**src/rtl/piso8_pkg.sv**
```systemverilog
// Shared definitions for the piso8 serializer: FSM states, default width and
// bit-counter sizing.
package piso8_pkg;

    typedef enum logic {
        IDLE  = 1'b0,
        SHIFT = 1'b1
    } txState_t;

    localparam int unsigned PISO8_WIDTH = 8;

    function automatic int unsigned cntWidth(input int unsigned w);
        return $clog2(w + 1);
    endfunction

    localparam int unsigned PISO8_CNT_W = cntWidth(PISO8_WIDTH);

endpackage

```
**src/rtl/piso8_hold.sv**
```systemverilog
// One-entry holding buffer that sits in front of the piso8 shifter.
module piso8_hold
    import piso8_pkg::*;
#(
    parameter int unsigned WIDTH = PISO8_WIDTH
) (
    input  logic             clk,
    input  logic             reset,
    input  logic             push,
    input  logic             pop,
    input  logic [WIDTH-1:0] din,
    output logic [WIDTH-1:0] data,
    output logic             full
);

    always_ff @(posedge clk) begin
        if (reset) begin
            full <= 1'b0;
            data <= '0;
        end else begin
            if (push) begin
                data <= din;
            end
            if (push) begin
                full <= 1'b1;
            end else if (pop) begin
                full <= 1'b0;
            end
        end
    end

endmodule

```
**src/rtl/piso8_tx.sv**
```systemverilog
// Parallel-in serial-out transmitter with one-word hold buffer and bypass path.
// Optional even parity bit per frame when PISO8_TX_PARITY_EN is defined.
module piso8_tx
    import piso8_pkg::*;
#(
    parameter int unsigned WIDTH      = PISO8_WIDTH,
    parameter bit          MSB_FIRST  = 1'b1,
    parameter logic        IDLE_LEVEL = 1'b0
) (
    input  logic             CLK,
    input  logic             RESET,
    input  logic [WIDTH-1:0] I,
    input  logic             I_valid,
    output logic             I_ready,
    output logic             O,
    output logic             O_valid,
    output logic             O_last
);

`ifdef PISO8_TX_PARITY_EN
    localparam int unsigned FRAME = WIDTH + 1;
`else
    localparam int unsigned FRAME = WIDTH;
`endif
    localparam int unsigned CW = cntWidth(WIDTH);

    txState_t         state, stateNext;
    logic [WIDTH-1:0] sh, shNext;
    logic [CW-1:0]    cnt, cntNext;
    logic             oNext, oValidNext, oLastNext;
    logic             holdFull, holdPush, holdPop;
    logic [WIDTH-1:0] holdData;
    logic             lastBit, canLoad, accept, doLoad;
    logic [WIDTH-1:0] loadWord;
`ifdef PISO8_TX_PARITY_EN
    logic             par, parNext;
`endif

    function automatic logic headBit(input logic [WIDTH-1:0] w);
        return MSB_FIRST ? w[WIDTH-1] : w[0];
    endfunction

    function automatic logic [WIDTH-1:0] advance(input logic [WIDTH-1:0] w);
        return MSB_FIRST ? (w << 1) : (w >> 1);
    endfunction

    piso8_hold #(.WIDTH(WIDTH)) uHold (
        .clk   (CLK),
        .reset (RESET),
        .push  (holdPush),
        .pop   (holdPop),
        .din   (I),
        .data  (holdData),
        .full  (holdFull)
    );

    assign lastBit = (state == SHIFT) && (cnt == '0);
    assign canLoad = (state == IDLE) || lastBit;
    assign holdPop = canLoad && holdFull;
    // A draining hold frees its slot on the same edge, so a new word may enter
    // on the last-bit cycle without opening a gap in the stream.
    assign I_ready = !RESET && (!holdFull || holdPop);
    assign accept  = I_valid && I_ready;

    always_comb begin
        stateNext  = state;
        shNext     = sh;
        cntNext    = cnt;
        oNext      = IDLE_LEVEL;
        oValidNext = 1'b0;
        oLastNext  = 1'b0;
        holdPush   = 1'b0;
        doLoad     = 1'b0;
        loadWord   = I;
`ifdef PISO8_TX_PARITY_EN
        parNext    = par;
`endif

        if (holdPop) begin
            doLoad   = 1'b1;
            loadWord = holdData;
            holdPush = accept;
        end else if (canLoad && accept) begin
            doLoad   = 1'b1;
        end else begin
            holdPush = accept;
        end

        if (doLoad) begin
            stateNext  = SHIFT;
            oNext      = headBit(loadWord);
            shNext     = advance(loadWord);
            cntNext    = CW'(FRAME - 1);
            oValidNext = 1'b1;
`ifdef PISO8_TX_PARITY_EN
            parNext    = ^loadWord;
`endif
        end else if (state == SHIFT && !lastBit) begin
            cntNext    = cnt - 1'b1;
            shNext     = advance(sh);
            oValidNext = 1'b1;
            oLastNext  = (cnt == CW'(1));
`ifdef PISO8_TX_PARITY_EN
            oNext      = (cnt == CW'(1)) ? par : headBit(sh);
`else
            oNext      = headBit(sh);
`endif
        end else if (lastBit) begin
            stateNext  = IDLE;
        end
    end

    always_ff @(posedge CLK) begin
        if (RESET) begin
            state   <= IDLE;
            sh      <= '0;
            cnt     <= '0;
            O       <= IDLE_LEVEL;
            O_valid <= 1'b0;
            O_last  <= 1'b0;
`ifdef PISO8_TX_PARITY_EN
            par     <= 1'b0;
`endif
        end else begin
            state   <= stateNext;
            sh      <= shNext;
            cnt     <= cntNext;
            O       <= oNext;
            O_valid <= oValidNext;
            O_last  <= oLastNext;
`ifdef PISO8_TX_PARITY_EN
            par     <= parNext;
`endif
        end
    end

endmodule

```
**config.mk**
```make
export PLATFORM = sky130hd
export DESIGN_NAME = piso8_tx
export DESIGN_NICKNAME = d
export VERILOG_FILES = /design/src/rtl/piso8_pkg.sv /design/src/rtl/piso8_hold.sv /design/src/rtl/piso8_tx.sv
export SDC_FILE = /design/constraint.sdc
export NUM_CORES = 1
export LEC_CHECK = 0
export ABC_AREA = 0
export ABC_CLOCK_PERIOD_IN_PS = 2800
export CAP_MARGIN = 20
export CORE_MARGIN = 3
export CORE_UTILIZATION = 52
export DETAILED_ROUTE_END_ITERATION = 16
export HOLD_SLACK_MARGIN = 0.06
export PLACE_DENSITY = 0.78
export SYNTH_ARGS = -nofsm -noshare
export SYNTH_HDL_FRONTEND = slang
export SYNTH_HIERARCHICAL = 1
export SYNTH_SLANG_ARGS = --single-unit
```
**constraint.sdc**
```tcl
create_clock -name CLK -period 2.8 [get_ports CLK]
set_clock_uncertainty 0.15 [all_clocks]
set_input_delay 0.56 -clock CLK [delete_from_list [all_inputs] [get_ports CLK]]
set_output_delay 0.56 -clock CLK [all_outputs]
set_load 0.02 [all_outputs]
```
== Word-level counts from Yosys, hierarchy flattened ==
Cells that the tools add are included.

* Output and inout bits: 4
* Logic and storage cells: 50
* Register bits after elaboration: 24
* Input port bits: 11

* Eq/ne operators: 2
* Reduce and logical (&&, ||, !) cells: 18
* Muxes and demuxes: 18
* Bitwise gates (word level): 2
* $add $sub $neg: 1

{| class="wikitable"
|+ Operator list
! operator !! count
|-
| $mux 8 || 3
|-
| $mux 1 || 13
|-
| $logic_and 1x1->1 || 6
|-
| $mux 3 || 2
|-
| $reduce_bool 2->1 || 3
|-
| $eq 4x1->1 const B || 1
|-
| $logic_not 4->1 || 1
|-
| $sub 4x1->4 const B || 1
|-
| $logic_not 1->1 || 3
|-
| $reduce_or 3->1 || 1
|-
| $logic_or 1x1->1 || 2
|-
| $ne 2x2->1 const B || 1
|-
| $not 1->1 || 2
|-
| $reduce_and 2->1 || 1
|-
| $reduce_or 2->1 || 1
|}

== Depth between registers and ports, before layout ==
Gate-level depths: netlist (run 1).

* Depth after elaboration: 12
* Depth in mapped cells: 9
* Depth with buffers taken out: 7

== Cells and area by module ==
The synthesis (run 1) kept the hierarchy.

{| class="wikitable"
|+ Modules (own cells, without submodules)
! module !! instances !! cells each !! area an instance (um2) !! sequential area each (um2)
|-
| piso8_tx || 1 || 92 || 862.1 || 300.3
|-
| piso8_hold || 1 || 30 || 321.6 || 180.2
|}

== Least setup slack after synthesis (run 1) ==
Ideal clock, no wire load.

* Path type: reg-to-output
* Start: register cnt[0]
* End: output I_ready
* Buffers on the path: 0
* Setup slack: 0.740 ns
* Required time: 2.090 ns
* Stages on the path, launching flop included: 6
* Data arrival time: 1.350 ns
* Path through: dfxtp_1 -> inv_1 -> ha_1 -> nor3b_2 -> nor2_2 -> a21oi_1

* Longest elaborated chain between the ends: 6

{| class="wikitable"
|+ RTL lines
! element !! line !! source
|-
| start, declared || piso8_tx.sv:29 || <nowiki>logic [CW-1:0] cnt, cntNext;</nowiki>
|-
| start signal, assigned || piso8_tx.sv:127 || <nowiki>cnt <= cntNext;</nowiki>
|-
| $logic_not 4->1 || piso8_tx.sv:57 || <nowiki>assign lastBit = (state == SHIFT) && (cnt == '0);</nowiki>
|-
| $logic_and 1x1->1 || piso8_tx.sv:57 ||
|-
| $logic_or 1x1->1 || piso8_tx.sv:58 || <nowiki>assign canLoad = (state == IDLE) || lastBit;</nowiki>
|-
| $logic_and 1x1->1 || piso8_tx.sv:59 || <nowiki>assign holdPop = canLoad && holdFull;</nowiki>
|-
| $logic_or 1x1->1 || piso8_tx.sv:62 || <nowiki>assign I_ready = !RESET && (!holdFull || holdPop);</nowiki>
|-
| $logic_and 1x1->1 || piso8_tx.sv:62 ||
|-
| end, declared || piso8_tx.sv:14 || <nowiki>output logic I_ready,</nowiki>
|}

No other way between the ends.

== Worst setup path in the final report (run 1) ==
Same ends and word-level chain as after synthesis.

==> flow_summary_export.csv, run 1 <==
group,metric,value,unit
final_layout,n_antenna_cell,0,
detailed_routing,wl_per_cell,15.0,µm
clock_network,postCtsHoldBufs,0,
global_route,overflow,0,
synthesis,postSynthAreaPerCell,9.70,µm²
worst_setup_path,critPathBufInv,2,
detailed_routing,wl,2490,µm
place,dp_slack,215,ps
timing,period_share,89.5,%
clock_network,cts-root-buf,"clkbuf_4",
floorplan,ios,15,
synthesis,syn-cell-area,1180,µm²
synthesis,synth.top_cells.by_count,"dfxtp_1 (24), nor2_1 (17), a211oi_1 (12)",
detailed_routing,dr.pass1.iters,4,
floorplan,core_area,2060,µm²
worst_setup_path,slowest_delay,370,ps
timing,finalSetupViolCount,0,
clock_network,clk_latency,320,ps
synthesis,yosysWarnings,6,
timing,setup_tns,0,ps
detailed_routing,vias,952,
final_layout,fin_nets,153,
place,io_buffers,14,
detailed_routing,drtIter0Drc,13,
place,place_congestion,0.718,
global_route,grt_first_pass_wirelength,4110,µm
synthesis,synth_top_cell_by_area,"dfxtp_1",
floorplan,die_area,2880,µm²
clock_network,cts_sinks,24,
timing,period_needed,2510,ps
worst_setup_path,slowest_stage,"dfxtp_1",
worst_setup_path,cp_cell_sequence,"inv_1 > ha_1 > nor3b_2 > nor2_2 > a21oi_1 > dlygate4sd2_1",
worst_hold_path,holdCritPathClass,"flip-flop to flip-flop",
timing,hold_viol,0,
worst_setup_path,worstPathArrival,1800,ps
synthesis,synthFlopType,"dfxtp_1",
synthesis,synth-seq-cells,24,
timing,rsz0062_at_grt,"false",
synthesis,synth_nets,135,
worst_setup_path,startpoint_type,"flip-flop",
clock_network,h-tree-depth,1,
synthesis,ys_seq_area_share,40.6,%
pwr,leakage,0.551,nW
place,dp_hpwl,1760,µm
global_route,antenna_found_initial,0,
worst_setup_path,crit_family,"buffers and inverters",
timing,maxSlewHeadroom,68.6,%
detailed_routing,postRouteAntennaNets,0,
job,max_cap_violations,0,
floorplan,die_w,53.7,µm
pwr,ir_drop,0.000379,V
global_route,first_global_vias,850,
final_layout,area_growth_syn_to_layout,18.1,%
floorplan,start_util,57.4,%
timing,setup_ws,294,ps
status,status,"finished clean",
detailed_routing,route.detailed.drc,0,
clock_network,numCtsBuffers,3,
synthesis,syn_inst,122,
timing,final-max-slew-violation-count,0,
worst_setup_path,cp_max_fo,5,
floorplan,core.rowCount,16,
synthesis,synth_edf_count,0,
final_layout,nFillCells,182,
synthesis,async_flop_share,0,%
final_layout,utilization,67.8,%
pwr,power,0.733,mW
synthesis,netlist_top_cells_area,"dfxtp_1 (41%), mux2i_1 (8.5%), a211oi_1 (7.6%), o41ai_2 (5.5%), nor2_1 (5.4%)",
clock_network,cts_tree,"done",
detailed_routing,post_drt_via_cell_ratio,5.73,
worst_setup_path,worstSetupPathType,"flip-flop to output pin",
timing,max_freq,399,MHz
synthesis,yosysMostFrequentCell,"dfxtp_1",
final_layout,drive_gt1_share,13.7,%
worst_setup_path,cp.required,2090,ps
global_route,grtUsageTotal,20.1,%
clock_network,cts_max_path_buffers,2,
final_layout,fin_area,1400,µm²
pwr,power_density,525,nW/µm²
synthesis,synth_top_cell_area_share,40.6,%
synthesis,post_synth_num_cell_types,32,
timing,tightest_slew,470,ps
global_route,grt_max_degree,21,
clock_network,clkSlewWorstSetupHoldPaths,130,ps
place,placed_area,1360,µm²
floorplan,die_h,53.7,µm
worst_setup_path,worst_setup_path_end_kind,"output pin",
cell families after synthesis:
kind of cell / Yosys count / synth area share (%)
fa+ha+maj: 2 / 2.11
mux: 10 / 8.46
buf+inv: 15 / 6.55
simple gates: 42 / 22.0
compound gates: 28 / 19.6
xor+xnor: 1 / 0.740
flops: 24 / 40.6
worst register-to-register path, stage by stage, from the launching register on:
cell and delay (ps):
dfxtp_1 420, inv_1 60, ha_1 240, or3b_1 400, nand3_1 120, a21oi_1 300
buf_4 200, mux2i_1 200, nor2_1 60
power by group:
| group | leakage (nW) | internal, mW | switching (mW) |
|---|---|---|---|
| sequential | 0.197 | 0.367 | 0.0204 |
| clock | 0.0210 | 0.0795 | 0.105 |
| combinational | 0.333 | 0.0765 | 0.0847 |
cell type report:
class                      instances  area, µm²  area share (%)
multi-input combinational         83        626            44.8
inverter                           6       22.5            1.61
clock buffer                       4       36.3            2.60
timing repair buffer              22        199            14.2
tap                               27       33.8            2.42
sequential                        24        480            34.4
flip-flops by register name (all words and copies together), names as in the netlist:
name and cells:
O_valid 1, uHold/full 1, uHold/data 8, sh 7, O_last 1, O 1
state 1, cnt 4
path summary, 6_finish.rpt:
| check | start | end | slack (ps) | depth (start not counted) |
|---|---|---|---|---|
| hold / removal | uHold/data[0] | sh[1] | 350 | 2 |
| setup / recovery | cnt[0] | I_ready | 290 | 6 |
| hold reg to reg | uHold/data[0] | sh[1] | 350 | 2 |
| setup reg to reg | cnt[0] | uHold/data[2] | 550 | 8 |
what timing repair did:
action	4_1_cts	5_1_grt
buffers inserted	0	0
hold endpoints to repair	0	0
gates resized for setup	1	0
setup endpoints to repair	1	0
metrics by stage:
step	hold slack, ps	instances
3_3_place_gp	326	162
6_report	352	166
2_1_floorplan	311	122
5_1_grt	380	166
3_5_place_dp	336	162
4_1_cts	353	166
placed cells by master (no fill, tap or decap), types with 2 or more instances in the layout:
cell / netlist / final
dfxtp_1: 24 / 24
nor2_1: 17 / 17
clkdlybuf4s50_1: 0 / 13
a211oi_1: 12 / 12
mux2i_1: 10 / 10
buf_4: 1 / 8
a21oi_1: 7 / 7
and3b_1: 6 / 6
nand4b_1: 6 / 6
inv_1: 5 / 5
o41ai_2: 4 / 4
nand2b_1: 3 / 3
clkbuf_4: 0 / 3
o41ai_1: 2 / 2
ha_1: 2 / 2
per-layer routing:
layer / wire length [µm] / GRT usage (%) / up-vias
li1: - / - / 482
met1: 1150 / 25.0 / 452
met2: 1210 / 33.7 / 14
met3: 75 / 2.49 / 4
met4: 46 / 10.2 / 0
met5: 0 / 0 / -
Power figures use the tool's default switching activity.
==> run 2: changes to the inputs <==
--- a/config.mk
+++ b/config.mk
@@ -6,13 +6,12 @@
 export NUM_CORES = 1
 export LEC_CHECK = 0
 export ABC_AREA = 0
-export ABC_CLOCK_PERIOD_IN_PS = 2800
-export CAP_MARGIN = 20
+export ABC_CLOCK_PERIOD_IN_PS = 2300
 export CORE_MARGIN = 3
-export CORE_UTILIZATION = 52
+export CORE_UTILIZATION = 48
 export DETAILED_ROUTE_END_ITERATION = 16
 export HOLD_SLACK_MARGIN = 0.06
-export PLACE_DENSITY = 0.78
+export PLACE_DENSITY = 0.75
 export SYNTH_ARGS = -nofsm -noshare
 export SYNTH_HDL_FRONTEND = slang
 export SYNTH_HIERARCHICAL = 1
==> constraint.sdc (replaced) <==
create_clock -name CLK -period 2.3 [get_ports CLK]
set_clock_uncertainty 0.15 [all_clocks]
set_input_delay 0.46 -clock CLK [delete_from_list [all_inputs] [get_ports CLK]]
set_output_delay 0.46 -clock CLK [all_outputs]
set_load 0.02 [all_outputs]
==> run 2 against run 1 <==
Routed wire length is 5.3% higher. Critical path depth stayed put. Sequential power is 21% higher. Total power is 25% higher. Core utilization is 3.9 points lower. Combinational power is 41% higher. Sequential share of layout area is 1.3 points lower. Sequential cell count stayed put. Clock-buffer cell count stayed put. Final cell count is 4.8% higher. Via count is 5.9% higher. Setup slack worse by 190 ps. Highest routed layer unchanged.
==> flow_summary_export.csv, run 2 (synthesized netlist as in run 1, its figures left out) <==
group,metric,value,unit
clock_network,cts_sinks,24,
pwr,seqPwrFrac,51.0,%
worst_setup_path,cp.required,1690,ps
place,dp_slack,-1.52,ps
worst_setup_path,worst_setup_path_end_kind,"output pin",
global_route,first_global_vias,1004,
place,dp_hpwl,1860,µm
pwr,switching_share,28.5,%
worst_setup_path,cp_cell_sequence,"inv_1 > ha_1 > nor3b_4 > nor2_2 > a21oi_1 > buf_2",
timing,setup_tns,0,ps
pwr,p_clk_share,24.3,%
floorplan,core_area,2280,µm²
detailed_routing,route.detailed.drc,0,
clock_network,cts_setup_buffers,0,
floorplan,die_h,55.7,µm
floorplan,core.rowCount,17,
global_route,antenna_found_initial,0,
detailed_routing,post_drt_via_cell_ratio,5.79,
detailed_routing,dr.pass1.iters,4,
final_layout,fin_cells,174,
final_layout,area_growth_syn_to_layout,22.8,%
global_route,grt_max_degree,22,
timing,period_share,95.6,%
timing,finalSetupViolCount,0,
final_layout,drive_gt1_share,18.5,%
place,dpl.cell_count,170,
worst_setup_path,worstSetupPathType,"flip-flop to output pin",
pwr,pwr-share-comb,24.7,%
final_layout,utilization,63.9,%
place,io_buffers,14,
global_route,grt_busiest_layer,"met2",
timing,period_needed,2200,ps
clock_network,cts_max_path_buffers,2,
timing,max_freq,455,MHz
clock_network,cts_tree,"done",
floorplan,start_util,52.0,%
status,status,"finished clean",
global_route,overflow,0,
detailed_routing,drtIter0Drc,6,
clock_network,clkSlewWorstSetupHoldPaths,130,ps
worst_setup_path,worstPathArrival,1590,ps
job,max_cap_violations,0,
detailed_routing,wl,2620,µm
final_layout,final_cell_mix,"dfxtp_1 (24), nor2_1 (17), buf_4 (15)",
timing,final-max-slew-violation-count,0,
clock_network,numCtsBuffers,3,
final_layout,fin_nets,160,
worst_setup_path,cp_max_fo,3,
final_layout,final_common_cell,"dfxtp_1",
detailed_routing,postRouteAntennaNets,0,
global_route,met1_usage,19.6,%
global_route,grt_first_pass_wirelength,4350,µm
clock_network,postCtsHoldBufs,0,
final_layout,reg_top3,"uHold/data x8, sh x7, cnt x4",
place,place_congestion,0.783,
timing,hold_ws,354,ps
global_route,use_met3,4.18,%
timing,tightest_slew,350,ps
detailed_routing,wl_per_cell,15.1,µm
global_route,grtUsageTotal,17.3,%
final_layout,largest_register_ffs,8,
pwr,switchingPower,0.262,mW
floorplan,die_area,3100,µm²
pwr,power_density,632,nW/µm²
timing,hold_viol,0,
pwr,intPower,0.656,mW
worst_setup_path,slowest_delay,350,ps
clock_network,cts-root-buf,"clkbuf_4",
pwr,leakage,0.583,nW
worst_setup_path,slowest_stage,"dfxtp_1",
clock_network,h-tree-depth,1,
worst_setup_path,startpoint_type,"flip-flop",
timing,setup_ws,101,ps
pwr,ir_drop,0.000467,V
floorplan,ios,15,
final_layout,top_register,"uHold/data",
final_layout,n_antenna_cell,0,
clock_network,clk_latency,320,ps
floorplan,die_w,55.7,µm
timing,maxSlewHeadroom,76.3,%
worst_hold_path,holdCritPathClass,"flip-flop to flip-flop",
global_route,grtUsageMet2,33.1,%
detailed_routing,vias,1008,
[run 2: cell count changes in the layout (fill, tap and decap cells not counted)]
| cell | previous run | this run |
|---|---|---|
| buf_2 | 0 | 1 |
| nor3b_2 | 1 | 0 |
| buf_4 | 8 | 15 |
| dlygate4sd2_1 | 1 | 0 |
| nor3b_4 | 0 | 1 |
[run 2: what timing repair did]
item	CTS	global route
resized for setup	3	2
cloned	0	0
setup endpoints to repair	1	1
[run 2: metal layers]
metal	vias up	share of wire, %
met5	-	0
met4	0	0.65
met3	2	3.6
met2	17	53
met1	489	43
li1	500	-
[run 2: worst max-delay path, delay by kind of cell, from the launching register on]
| kind | cells | cell delay (ps) |
|---|---|---|
| flip-flops | 1 | 350 |
| AO/OA/AOI/OAI | 1 | 160 |
| adder cells (fa/ha/maj) | 1 | 200 |
| AND/OR/NAND/NOR | 2 | 300 |
| buffers and inverters | 2 | 270 |
[run 2: through the flow]
stage | cell area [µm²] | total power [mW]
after global placement | 1420 | 0.691
after global routing | 1450 | 0.967
after floorplan | 1180 | 0.614
after detailed placement | 1420 | 0.699
final | 1450 | 0.918
after CTS | 1450 | 0.920
[run 2: cell type report]
cell class / instances / area [µm²]
inverters: 6 / 22.5
flip-flops and latches: 24 / 480
multi-input cells: 83 / 632
repair buffers: 29 / 248
clock buffers: 4 / 36.3
fillers: 191 / 822
well taps: 28 / 35.0
[run 2: power groups by stage]
stage	Clock, mW	Combinational, mW	Sequential, mW
after floorplan	0	0.136	0.479
after global placement	0	0.217	0.474
after detailed placement	0	0.223	0.476
after CTS	0.229	0.225	0.467
after global routing	0.248	0.248	0.472
final	0.224	0.227	0.468
[run 2: worst paths after layout]
check	from	endpoint	slack, ps	depth (start not counted)
worst max-delay path	cnt[1]	I_ready	100	6
worst min-delay path	uHold/data[0]	sh[1]	350	2
worst max register to register	cnt[1]	uHold/data[2]	220	9
worst min register to register	uHold/data[0]	sh[1]	350	2
==> edit, RTL diff (settings of run 2) <==
Reset style: asynchronous (`RESET` and `reset`), changed in 2 clocked blocks.
--- a/src/rtl/piso8_hold.sv
+++ b/src/rtl/piso8_hold.sv
@@ -13,7 +13,7 @@
     output logic             full
 );
 
-    always_ff @(posedge clk) begin
+    always_ff @(posedge clk or posedge reset) begin
         if (reset) begin
             full <= 1'b0;
             data <= '0;
--- a/src/rtl/piso8_tx.sv
+++ b/src/rtl/piso8_tx.sv
@@ -110,7 +110,7 @@
         end
     end
 
-    always_ff @(posedge CLK) begin
+    always_ff @(posedge CLK or posedge RESET) begin
         if (RESET) begin
             state   <= IDLE;
             sh      <= '0;
Check against the original RTL: differs if RESET is asserted again (counterexample within 4 cycles, from zero or initial values and one cycle with RESET high); with RESET held inactive, the same outputs for 10 cycles.
==> edit against run 2 <==
The flow now finishes with violations (setup timing); die area grew 8.0%; sequential cell count stayed put; critical path depth did not move; fmax is 6.1% lower; synthesized area up 9.0%; worst setup slack got worse by 0.14 ns; worst hold slack gained 0.022 ns; synthesized cell count down 4.1%; final area grew 9.8%; routed wire length is 6.8% higher.
Power is not compared: it rests on default switching activity, and its combinational part moved more than twofold at a synthesized area within 25%.
==> edit: results (changes against run 2) <==
* Largest net degree at the start of global routing at 17 (was 22)
* Hold path cells at 1 (was 2)
* Filler instances at 215 (was 191)
* Critical path's top delay family: simple AND/OR/NAND/NOR gates (was flip-flops)
* Layout cells sized above 1 at 30.8% (was 18.5%)
* Hold endpoint: uHold/data[7]$_DFFE_PP0P_ (was sh[1]$_SDFFE_PP0P_)
* # setup viols final at 1 (was 0)
* Synthesis warning total at 6 (unchanged)
* Crit Reg-Reg Startpoint: cnt[1]$_DFFE_PP0P_ (was cnt[1]$_SDFFE_PP0P_)
* Hold Crit Start: uHold/data[7]$_DFFE_PP0P_ (was uHold/data[0]$_SDFFE_PP0P_)
* Initial antenna violation count at 0 (unchanged)
* Final std cells w/o fill at 173 (was 174)
* M1 GR Usage at 25.2% (was 19.6%)
* PortBufs at 14 (unchanged)
* Net count after synthesis at 130 (was 135)
* Final RePlAce weighted congestion at 0.815 (was 0.783)
* Final nets at 158 (was 160)
* Worst Slack Setup Final at -0.0421 ns (was 0.101 ns)
* CP Data Arrival Time at 1.73 ns (was 1.59 ns)
* Worst-Margin Slew at 0.566 ns (was 0.350 ns)
* Synth unique cells at 34 (was 32)
* Global-route wire length before repair at 4780 µm (was 4350 µm)
* Violated checks: setup timing
* CP max stage cell: dfrtp_1 (was dfxtp_1)
* Placed Area at 1530 µm² (was 1420 µm²)
* Async SR Flop Fraction at 100% (was 0%)
* Biggest regs: uHold/data (8), sh (7), cnt (4) (unchanged)
* Cells after synthesis at 117 (was 122)
* Sequential-to-total area share from yosys stat at 46.6% (was 40.6%)
* Routed WL at 2800 µm (was 2620 µm)
* CTS max path bufs at 2 (unchanged)
* Global Route Usage Sum at 18.7% (was 17.3%)
* CP peak stage delay at 0.42 ns (was 0.35 ns)
* Grt met3 use at 2.67% (was 4.18%)
* Initial drt markers at 18 (was 6)
* DR pass1 iterations at 4 (unchanged)
* FF-to-FF setup slack at 0 ns (was 0.22 ns)
* Synth cell count leaders: dfrtp_1, inv_1, nand3_1, mux2_4, nor2_1 (was dfxtp_1, nor2_1, a211oi_1, mux2i_1, a21oi_1)
* Leakage at 0.000726 µW
* RR Endpoint: uHold/data[4]$_DFFE_PP0P_ (was uHold/data[2]$_SDFFE_PP0P_)
* Top cells by area, synth: dfrtp_1, mux2_4, o31ai_2 (was dfxtp_1, mux2i_1, a211oi_1)
* Status: finished, violations left (was complete, no violations)
* Worst Reg-to-Reg Cells at 8 (was 9)
* Final setup TNS at -0.0421 ns (was 0 ns)
* HPWL after DPL at 2000 µm (was 1860 µm)
* Met2 Use GR at 29.8% (was 33.1%)
* Via count at 1020 (was 1008)
edit: changes by cell type in the layout (fill, tap and decap cells not counted), moves of 7 or more:
cell	run 2	this run
dfrtp_1	0	24
a211oi_1	12	5
mux2i_1	10	0
nor2_1	17	7
mux2_4	0	8
dfxtp_1	24	0
nand3_1	1	9
edit: through the flow:
step | hold slack (ns) | setup WS, ns | util (%)
finish | 0.376 | -0.0421 | 63.3
global route | 0.401 | -0.112 | 63.3
CTS | 0.381 | -0.0904 | 62.3
detailed placement | 0.346 | -0.286 | 60.5
global placement | 0.338 | -0.218 | 60.5
floorplan | 0.138 | 0.0128 | -
edit: cell families after synthesis:
family                   after synthesis  share of synthesized area, %
AND/OR/NAND/NOR                       37                          17.1
AO/OA/AOI/OAI                         28                          17.8
flip-flops                            24                          46.6
buffers and inverters                 18                          7.37
multiplexers                           8                          9.31
adder cells (fa/ha/maj)                2                          1.94
edit: worst max-delay path by stage:
stage,startpoint,endpoint,slack (ns)
detailed placement,cnt[1]$_DFFE_PP0P_,I_ready,-0.29
floorplan,cnt[0]$_DFFE_PP0P_,I_ready,0.01
CTS,cnt[1]$_DFFE_PP0P_,I_ready,-0.09
finish,cnt[1]$_DFFE_PP0P_,I_ready,-0.04
global placement,cnt[1]$_DFFE_PP0P_,I_ready,-0.22
global route,cnt[1]$_DFFE_PP0P_,I_ready,-0.11
edit: repair_timing:
item	4_1_cts	5_1_grt
buffers inserted	0	2
gates resized for setup	11	3
pin swaps	3	1
endpoints found under the hold margin	0	0
endpoints found under the setup margin	9	9
edit: layout make-up:
type / count / area share (%)
multi-input cells: 75 / 38.9
well taps: 30 / 2.35
flip-flops and latches: 24 / 37.6
clock buffers: 3 / 1.41
inverters: 9 / 2.12
repair buffers: 32 / 17.6
edit: per-layer routing:
metal	part of all wire, %	wire [µm]
met1	46	1280
met3	3.3	92
met5	0	0
met2	48	1360
met4	2.5	70
edit: report_power, final:
group	total, µW	internal (µW)	leakage, µW	switching [µW]
clock	184	61.3	0.0000138	122
sequential	720	601	0.000291	119
combinational	1020	537	0.000422	487
